===== config.mk =====
export PLATFORM = sky130hd
export DESIGN_NAME = ccff_bitstream_loader
export DESIGN_NICKNAME = d
export VERILOG_FILES = /design/src/rtl/ccff_loader_pkg.sv /design/src/rtl/ccff_word_shifter.sv /design/src/rtl/ccff_bitstream_loader.sv
export SDC_FILE = /design/constraint.sdc
export NUM_CORES = 1
export LEC_CHECK = 0
export CAP_MARGIN = 20
export CELL_PAD_IN_SITES_DETAIL_PLACEMENT = 2
export CELL_PAD_IN_SITES_GLOBAL_PLACEMENT = 2
export CORE_UTILIZATION = 33
export CTS_CLUSTER_DIAMETER = 50
export CTS_CLUSTER_SIZE = 10
export DETAILED_ROUTE_END_ITERATION = 12
export PLACE_DENSITY = 0.92
export SETUP_SLACK_MARGIN = 0.5
export SLEW_MARGIN = 25
export SYNTH_ARGS = -nofsm -noshare
export SYNTH_HDL_FRONTEND = slang
export SYNTH_SLANG_ARGS = --single-unit

===== constraint.sdc =====
create_clock -name prog_clk -period 3.13 [get_ports prog_clk]
set_input_delay 0.626 -clock prog_clk [delete_from_list [all_inputs] [get_ports prog_clk]]
set_output_delay 0.626 -clock prog_clk [all_outputs]
set_load 0.1 [all_outputs]

===== src/rtl/ccff_loader_pkg.sv =====
// ccff_loader_pkg: shared FSM state type and default sizes for the configuration-chain loader.
package ccff_loader_pkg;
   typedef enum logic [1:0] {IDLE, FETCH, SHIFT, CHECK} state_e;
   localparam int DEFAULT_BITSTREAM_SIZE = 29696;
   localparam int DEFAULT_WORD_W = 32;
endpackage


===== src/rtl/ccff_word_shifter.sv =====
// ccff_word_shifter: one-word MSB-first shift register with a per-word bit counter.
module ccff_word_shifter
   import ccff_loader_pkg::*;
#(
   parameter int WORD_W = DEFAULT_WORD_W
) (
   input  logic              prog_clk,
   input  logic              pReset,
   input  logic              load,
   input  logic              shift,
   input  logic [WORD_W-1:0] data,
   output logic              msb,
   output logic              last_bit
);
   localparam int CW = $clog2(WORD_W + 1);
   logic [WORD_W-1:0] shreg_q, shreg_d;
   logic [CW-1:0]     cnt_q, cnt_d;
   always_comb begin
      shreg_d  = load ? data : shift ? shreg_q << 1 : shreg_q;
      cnt_d    = load ? '0 : shift ? cnt_q + 1'b1 : cnt_q;
      msb      = shreg_q[WORD_W-1];
      last_bit = shift && (cnt_q == CW'(WORD_W - 1));
   end
   always_ff @(posedge prog_clk or negedge pReset) begin
      if (!pReset) begin
         shreg_q <= '0;
         cnt_q   <= '0;
      end else begin
         shreg_q <= shreg_d;
         cnt_q   <= cnt_d;
      end
   end
endmodule


===== src/rtl/ccff_bitstream_loader.sv =====
// ccff_bitstream_loader: streams bitstream words serially into a configuration chain
// and verifies the first bit reappears at the chain tail.
module ccff_bitstream_loader
   import ccff_loader_pkg::*;
#(
   parameter int BITSTREAM_SIZE = DEFAULT_BITSTREAM_SIZE,
   parameter int WORD_W         = DEFAULT_WORD_W
) (
   input  logic                                  prog_clk,
   input  logic                                  pReset,
   input  logic                                  start,
   input  logic                                  abort,
   input  logic [WORD_W-1:0]                     word_data,
   input  logic                                  word_valid,
   output logic                                  word_ready,
   output logic                                  ccff_head,
   output logic                                  ccff_shift_en,
   input  logic                                  ccff_tail,
   output logic                                  busy,
   output logic                                  done,
   output logic                                  error,
   output logic [$clog2(BITSTREAM_SIZE+1)-1:0]   bit_count
);
   localparam int CW = $clog2(BITSTREAM_SIZE + 1);
   localparam logic [CW-1:0] SIZE_C = CW'(BITSTREAM_SIZE);
   state_e        state_q, state_d;
   logic [CW-1:0] bit_count_q, bit_count_d, bit_inc;
   logic          first_bit_q, first_bit_d;
   logic          error_q, error_d;
   logic          msb, last_bit;
   ccff_word_shifter #(.WORD_W(WORD_W)) u_shifter (
      .prog_clk (prog_clk),
      .pReset   (pReset),
      .load     (word_ready && word_valid),
      .shift    (ccff_shift_en),
      .data     (word_data),
      .msb      (msb),
      .last_bit (last_bit)
   );
   always_ff @(posedge prog_clk or negedge pReset) begin
      if (!pReset) state_q <= IDLE;
      else         state_q <= state_d;
   end
   assign bit_inc = (bit_count_q == SIZE_C) ? bit_count_q : bit_count_q + 1'b1;
   // Hitting the size ends the load even mid-word; the rest of that word is dropped.
   always_comb begin
      state_d = state_q;
      if (abort) state_d = IDLE;
      else begin
         case (state_q)
            IDLE:    state_d = start ? FETCH : IDLE;
            FETCH:   state_d = word_valid ? SHIFT : FETCH;
            SHIFT:   state_d = (bit_inc == SIZE_C) ? CHECK : last_bit ? FETCH : SHIFT;
            CHECK:   state_d = IDLE;
            default: state_d = IDLE;
         endcase
      end
   end
   always_comb begin
      word_ready    = (state_q == FETCH) && !abort;
      ccff_shift_en = (state_q == SHIFT) && !abort;
      ccff_head     = (state_q == SHIFT) ? msb : 1'b0;
      busy          = state_q != IDLE;
      done          = (state_q == CHECK) && !abort && (ccff_tail == first_bit_q);
   end
   always_comb begin
      bit_count_d = bit_count_q;
      first_bit_d = first_bit_q;
      error_d     = error_q;
      if (state_q == IDLE && start && !abort) begin
         bit_count_d = '0;
         first_bit_d = 1'b0;
         error_d     = 1'b0;
      end
      if (ccff_shift_en) begin
         bit_count_d = bit_inc;
         first_bit_d = (bit_count_q == '0) ? msb : first_bit_q;
      end
      if (state_q == CHECK && !abort && ccff_tail != first_bit_q) error_d = 1'b1;
   end
   always_ff @(posedge prog_clk or negedge pReset) begin
      if (!pReset) begin
         bit_count_q <= '0;
         first_bit_q <= 1'b0;
         error_q     <= 1'b0;
      end else begin
         bit_count_q <= bit_count_d;
         first_bit_q <= first_bit_d;
         error_q     <= error_d;
      end
   end
   assign error     = error_q;
   assign bit_count = bit_count_q;
endmodule


==> results of run 1 <==
## logic make-up after synthesis
kind of cell | share of synthesized area
DFF | 0.482
xor gates and xnor gates | 0.0266
and+or+nand+nor | 0.222
buffers and inverters | 0.0499
muxes | 0.0140
AOI/OAI and AO/OA | 0.192
adders and majority gates | 0.0127
## power by group through the flow
| stage | sequential (mW) | combinational [mW] | clock [mW] |
|---|---|---|---|
| floorplan | 1.01 | 0.238 | 0 |
| global placement | 1.02 | 0.371 | 0 |
| detailed placement | 1.03 | 0.405 | 0 |
| CTS | 1.03 | 0.413 | 0.694 |
| global route | 1.05 | 0.451 | 0.722 |
| finish | 1.03 | 0.402 | 0.679 |
## cell type report
cell class | count | area share
Multi-Input combinational cell | 240 | 0.366
Tap cell | 108 | 0.0351
Clock buffer | 14 | 0.0474
Inverter | 10 | 0.0107
Clock inverter | 2 | 0.00260
Timing Repair Buffer | 68 | 0.168
Sequential cell | 57 | 0.370
## per-layer routing
| layer | GRT usage | routed length [um] | vias to the layer above | part of all wire |
|---|---|---|---|---|
| li1 | - | - | 1276 | - |
| met1 | 0.272 | 4260 | 1381 | 0.45 |
| met2 | 0.364 | 4790 | 59 | 0.50 |
| met4 | 0.0930 | 187 | 0 | 0.020 |
| met3 | 0.0354 | 299 | 18 | 0.031 |
| met5 | 0 | 0 | - | 0 |
## path summary, 6_finish.rpt
| path | end | cells after the start | startpoint | slack [ns] |
|---|---|---|---|---|
| worst max-delay path | ccff_shift_en | 5 | abort | 0.59 |
| worst min-delay path | u_shifter.shreg_q[26] | 1 | pReset | 0.41 |
| worst max register to register | bit_count[12] | 6 | bit_count[0] | 0.74 |
| worst min register to register | u_shifter.shreg_q[20] | 2 | u_shifter.shreg_q[20] | 0.48 |
| max in group asynchronous | first_bit_q | 2 | pReset | 1.98 |
| min in group prog_clk | u_shifter.shreg_q[20] | 2 | u_shifter.shreg_q[20] | 0.48 |
## sequential cells by signal, summed over array words and instances, names as in the netlist
name,flops
state_q,2
first_bit_q,1
bit_count,15
u_shifter.cnt_q,6
error,1
u_shifter.shreg_q,32
## through the flow
stage,setup slack (ns),util,power [mW]
floorplan,0.0241,-,1.25
global placement,0.417,0.419,1.39
detailed placement,0.379,0.419,1.44
CTS,0.622,0.442,2.13
global route,0.517,0.442,2.22
finish,0.592,0.442,2.11
## layout by cell type, fill, tap and decap left out, types with 2 or more instances in the layout
cell type,count
sky130_fd_sc_hd__nand2_1,83
sky130_fd_sc_hd__dfrtp_1,57
sky130_fd_sc_hd__clkdlybuf4s50_1,36
sky130_fd_sc_hd__a22oi_1,29
sky130_fd_sc_hd__buf_4,27
sky130_fd_sc_hd__o21ai_0,22
sky130_fd_sc_hd__nor2_1,14
sky130_fd_sc_hd__clkbuf_8,13
sky130_fd_sc_hd__a21oi_1,10
sky130_fd_sc_hd__inv_1,9
sky130_fd_sc_hd__nand4_1,7
sky130_fd_sc_hd__o31ai_1,7
sky130_fd_sc_hd__nand3_1,6
sky130_fd_sc_hd__xor2_1,5
sky130_fd_sc_hd__and2_1,5
sky130_fd_sc_hd__a31oi_1,5
sky130_fd_sc_hd__xnor2_1,4
sky130_fd_sc_hd__buf_12,4
sky130_fd_sc_hd__nor4_1,3
sky130_fd_sc_hd__nor3_1,3
sky130_fd_sc_hd__mux2i_1,3
sky130_fd_sc_hd__ha_1,3
sky130_fd_sc_hd__nor2_2,2
sky130_fd_sc_hd__nor4b_2,2
sky130_fd_sc_hd__and3_1,2
sky130_fd_sc_hd__or2_2,2
sky130_fd_sc_hd__o22ai_1,2
sky130_fd_sc_hd__a22o_1,2
sky130_fd_sc_hd__clkinv_2,2
## repair_timing
action                     CTS  global route
setup endpoints to repair    1             0
hold endpoints to repair     0             0
buffers inserted             1             0
resized for setup            1             0
==> impl_results.md, run 1 <==
* Result of the run: completed
* Sequential cell area in the final layout at approximately 1400 um^2
* Detailed placement HPWL at 6.47 mm
* Fraction of post-synthesis cell area in the top cell type by area at 0.482
* Routed Wire Length at 9.54 mm
* Wire length of the first global-routing pass at 16.0 mm
* Area of all placed cells without fillers at just under 4000 um^2
* Maximum single-stage delay on the critical path at 0.53 ns
* Hold Crit Class: input pin to asynchronous set/reset pin
* Post-synth design cell area at 2960 um^2
* Number of nets in the final layout at 427
* Per-cell via count in the routed design at 5.48
* Post-synthesis sequential area ratio at 0.482
* Antenna Diode Count at 0
* Slew at the pin with the worst max-slew slack at just over 0.9 ns
* ANT nets after route at 0
* Vertical extent of the die at 96.7 um
* Final setup violation count at 0
* Total of fill cells in the finished design at 964
* Cell count after synthesis at 330
* TritonCTS Buffers at 9
* Required time at the endpoint of the critical path at 2.50 ns
* Most area-consuming cells after synthesis: sky130_fd_sc_hd__dfrtp_1 (48%), sky130_fd_sc_hd__nand2_1 (11%), sky130_fd_sc_hd__a22oi_1 (7.4%)
* Sequential share of power at 0.487
* Initial antenna violation count at 0
* Weighted congestion at the end of routability-driven global placement at between 0.7 and 0.8
* Global route total overflow at 0
* Die Width at around 97 um
* Drc violations at 0
* Initial cell density of the core at 0.339
* Commonest cells in the synthesized netlist: sky130_fd_sc_hd__nand2_1 (83), sky130_fd_sc_hd__dfrtp_1 (57), sky130_fd_sc_hd__a22oi_1 (29), sky130_fd_sc_hd__o21ai_0 (22), sky130_fd_sc_hd__nor2_1 (15)
* Peak fanout along the critical path at 5
* CTS H-tree lvls at 3
* Clock network power share at 0.322
* Type of origin of the critical path: input pin
* Internal power of the cells at about 1.4 mW
* Number of detailed-route iterations in the first pass at 4
* Number of cells in the finished layout apart from fillers at between 400 and 500
* Most used standard cell by instance count after synthesis: sky130_fd_sc_hd__nand2_1
* Core Rows at 34
* TritonCTS clock tree: built
* VDD IR max at 237 uV
* Number of I/O port buffers at 58
* Leak at 1.73 nW
* Post-layout minimum cycle time at between 2 and 3 ns
* Buf/Inv on CP at 3
* Drt first-iter violations at 119
* Critical Setup Path Class: input pin to output port
* Syn-to-layout area delta at 30.2%
* Flip-flop cell with the highest count after synthesis: sky130_fd_sc_hd__dfrtp_1
* Share of the clock period used by the worst path at 0.811
* Total of flip-flops plus latches after synthesis at 57
* Top-level I/O count at approximately 60
* Setup repair after global routing missed its margin: false
* # placed instances at ~480
* Max-capacitance violation count at 0
* Worst-path cell with the longest stage delay: sky130_fd_sc_hd__clkdlybuf4s50_1
* Top cell type by total area after synthesis: sky130_fd_sc_hd__dfrtp_1
* Switching power at 667 uW
* Hold bufs inserted after CTS at 0
* Syn_nets at 371
* Areal power density over the cells at 547 nW/um^2
* Root Buffer Master: sky130_fd_sc_hd__clkbuf_8
* Via count of the first global-routing pass at 3040
* Data arrival at the endpoint of the critical path at 1.91 ns
* Synthesized area divided by synthesized cell count at 8.97 um^2
* CP delay by family, top: buffers and inverters
* Critical Path End Type: output port
* Total number of vias at roughly 2.7k
* Post-CTS clock slew at the launch and capture registers of the worst setup and hold paths at around 0.06 ns
* Timing-limited maximum frequency at a little under 400 MHz
* Fraction of final layout cells sized beyond drive strength 1 at 0.161
* Number of max-slew violations in the final report at 0
* Share of power burned in combinational logic at 0.191
* Hold Vio Cnt, Final at 0
* Post-synth ARST share at 1.00
* Max-slew headroom at 0.376
* Number of clock sinks at 57
* Die Outline Area at between 9000 and 10000 um^2
* Area occupied by multi-input gates at 1410 um^2
* Area after detailed placement at between 3000 and 4000 um^2
* Worst slack on hold paths at ~0.41 ns
* Combined global-route utilization of all metal layers at 0.215
* Sw frac at 0.316
* Number of buffers between clock root and the deepest sink at 2
* Syn. warnings at 0
* Setup TNS at 0 ns
* Average wire per standard cell at 19.1 um
* Worst-case clock skew at 0.00892 ns
* Pin count of the biggest net entering global routing at 41
* Core box area at 8720 um^2
* Insertion delay to the later sink of the worst-skew pair at 0.35 ns
* Number of unique standard cell types used by synthesis at 46
* Number of synthesized flops with an enable pin at 0
* Critical path cell sequence: clkdlybuf4s50_1, nor2_2, nand2_1, clkinvlp_4, buf_12
No activity file was read; power rests on OpenSTA's default activity.
==> run 2: changes to the inputs <==
CORE_UTILIZATION = 28   (was 33)
PLACE_DENSITY = 0.84   (was 0.92)
clock period = 2.2 ns   (was 3.13 ns; I/O delays follow)
==> run 2 against run 1 <==
  * Via count is 7.3% higher
  * Final area is 16% higher
  * Routed wire length is 15% higher
  * Power is 51% higher
  * Sequential power is 42% higher
  * Cell count is 12% higher
  * Critical path type is now flop to flop
  * Critical endpoint is now state_q[0]
  * Largest power group unchanged
==> impl_results.md, run 2 (same netlist as run 1, synthesis figures left out) <==
* Result of the run: completed
* Setup repair after global routing missed its margin: true
* Average wire per standard cell at 19.6 um (+2.5%)
* Number of I/O port buffers at 58 (unchanged)
* Max-slew headroom at 0.569 (+0.192)
* Leak at 1.95 nW (+13%)
* Root Buffer Master: sky130_fd_sc_hd__clkbuf_8
* Die Outline Area at 11000 um^2 (+17%)
* Fraction of final layout cells sized beyond drive strength 1 at 0.329 (+0.168)
* Hold Vio Cnt, Final at 0 (unchanged)
* TritonCTS Buffers at 9 (unchanged)
* Worst-case clock skew at 0.0153 ns (+0.00642 ns)
* Slew at the pin with the worst max-slew slack at 0.647 ns (-0.289 ns)
* Most common library cell in the layout ignoring fill and taps: sky130_fd_sc_hd__nand2_1
* Data arrival at the endpoint of the critical path at 2.24 ns (+0.33 ns)
* Pin count of the biggest net entering global routing at 31 (-24%)
* Total of fill cells in the finished design at 1119 (+16%)
* Initial cell density of the core at 0.288 (-0.0514)
* CTS H-tree lvls at 3 (unchanged)
* Via count of the first global-routing pass at 3244 (+6.7%)
* Number of buffers between clock root and the deepest sink at 2 (unchanged)
* Weighted congestion at the end of routability-driven global placement at 0.778 (+3.6%)
* ANT nets after route at 0 (unchanged)
* Max-capacitance violation count at 0 (unchanged)
* Most frequent cells in the layout: sky130_fd_sc_hd__nand2_1 (80), sky130_fd_sc_hd__buf_4 (51), sky130_fd_sc_hd__dfrtp_1 (40)
* Insertion delay to the later sink of the worst-skew pair at 0.36 ns (about the same)
* # placed instances at 515 (+6.8%)
* Top-level I/O count at 59 (unchanged)
* TritonCTS clock tree: built
* Initial antenna violation count at 0 (unchanged)
* Core box area at 10300 um^2 (+18%)
* Post-layout worst setup margin at 0.209 ns (-0.383 ns)
* Die Width at 105 um (+8.4%)
* Hold Crit Class: input pin to asynchronous set/reset pin
* Combined global-route utilization of all metal layers at 0.198 (-0.0170)
* Number of max-slew violations in the final report at 0 (unchanged)
* DP Worst Slack at -0.0186 ns (-0.397 ns)
* Timing-limited maximum frequency at about 500 MHz
* Share of the clock period used by the worst path at 0.905
* VDD IR max at 349 uV (+47%)
* Post-layout minimum cycle time at 1.99 ns
* Number of nets in the final layout at 461 (+8.0%)
* Critical Setup Path Class: flop to flop
* Number of flip-flops in the largest register at 32 (unchanged)
* Number of detailed-route iterations in the first pass at 4 (unchanged)
* Total number of vias at 2934 (+7.3%)
* Syn-to-layout area delta at 50.4%
* Biggest register: u_shifter.shreg_q
* Detailed placement HPWL at 6.57 mm (+1.6%)
* Required time at the endpoint of the critical path at 2.45 ns (-0.05 ns)
* Pwr Total at 3.19 mW (+51%)
* Vertical extent of the die at 105 um (+8.4%)
* Peak fanout along the critical path at 4 (-1)
* Final setup violation count at 0 (unchanged)
* Drt first-iter violations at 149 (+25%)
* Critical Path End Type: flop
* Drc violations at 0 (unchanged)
* Number of clock sinks at 57 (unchanged)
* Core Rows at 37 (+8.8%)
* Type of origin of the critical path: flop
* Routed Wire Length at 11.0 mm (+15%)
* Worst slack on hold paths at 0.109 ns (-0.305 ns)
* Areal power density over the cells at 716 nW/um^2 (+31%)
* Global route total overflow at 0 (unchanged)
* Per-cell via count in the routed design at 5.23 (-4.5%)
* Wire length of the first global-routing pass at 16.9 mm (+5.9%)
* Number of cells in the finished layout apart from fillers at 561 (+12%)
* Post-CTS clock slew at the launch and capture registers of the worst setup and hold paths at 0.07 ns (about the same)
* Antenna Diode Count at 0 (unchanged)
==> run 2: repair_timing <==
| action | CTS | global route |
|---|---|---|
| endpoints found under the setup margin | 59 | 48 |
| pin swaps | 16 | 10 |
| setup buffers | 20 | 10 |
| resized for setup | 23 | 14 |
| hold buffers | 0 | 0 |
==> run 2: cell type report <==
type,instances,area [um^2],share of cell area
clock buffers,10,138,0.0309
repair buffers,102,970,0.218
inverters,10,42.5,0.00956
flip-flops and latches,57,1480,0.331
clock inverters,6,66.3,0.0149
well taps,136,170,0.0382
multi-input cells,240,1590,0.357
==> run 2: worst max-delay path, stage by stage, from the launching register on <==
cell and delay (ns):
sky130_fd_sc_hd__dfrtp_4 0.51, sky130_fd_sc_hd__buf_4 0.16, sky130_fd_sc_hd__buf_4 0.13, sky130_fd_sc_hd__nand2_1 0.06, sky130_fd_sc_hd__a21oi_1 0.07, sky130_fd_sc_hd__o32ai_1 0.29
sky130_fd_sc_hd__nand4b_1 0.30, sky130_fd_sc_hd__o31ai_4 0.35
==> run 2: per-layer routing <==
layer / part of all wire / wire (um) / track usage / vias to the layer above
li1: - / - / - / 1340
met1: 0.42 / 4560 / 0.232 / 1510
met2: 0.53 / 5870 / 0.365 / 64
met3: 0.029 / 314 / 0.0268 / 20
met4: 0.022 / 246 / 0.0775 / 0
met5: 0 / 0 / 0 / -
==> run 2: where the power goes <==
| group | internal (mW) | switching (mW) | leakage (nW) |
|---|---|---|---|
| Sequential | 1.29 | 0.168 | 0.720 |
| Clock | 0.555 | 0.481 | 0.0949 |
| Combinational | 0.311 | 0.384 | 1.13 |
| Total | 2.16 | 1.03 | 1.95 |
==> run 2: final timing paths <==
kind | startpoint | to | slack (ns) | depth (start not counted)
worst max-delay path | bit_count[0] | state_q[0] | 0.21 | 7
worst min-delay path | pReset | u_shifter.cnt_q[0] | 0.11 | 1
worst max register to register | bit_count[0] | state_q[0] | 0.21 | 7
worst min register to register | u_shifter.shreg_q[20] | u_shifter.shreg_q[20] | 0.48 | 2
max in group asynchronous | pReset | u_shifter.shreg_q[25] | 1.49 | 2
min in group prog_clk | u_shifter.shreg_q[20] | u_shifter.shreg_q[20] | 0.48 | 2
==> run 2: per-stage QoR <==
stage	cell area (um^2)	TNS, ns	utilization
floorplan	3200	0	-
global placement	3910	0	0.380
detailed placement	3910	-0.0368	0.380
CTS	4330	0	0.422
global route	4450	0	0.433
finish	4450	0	0.433
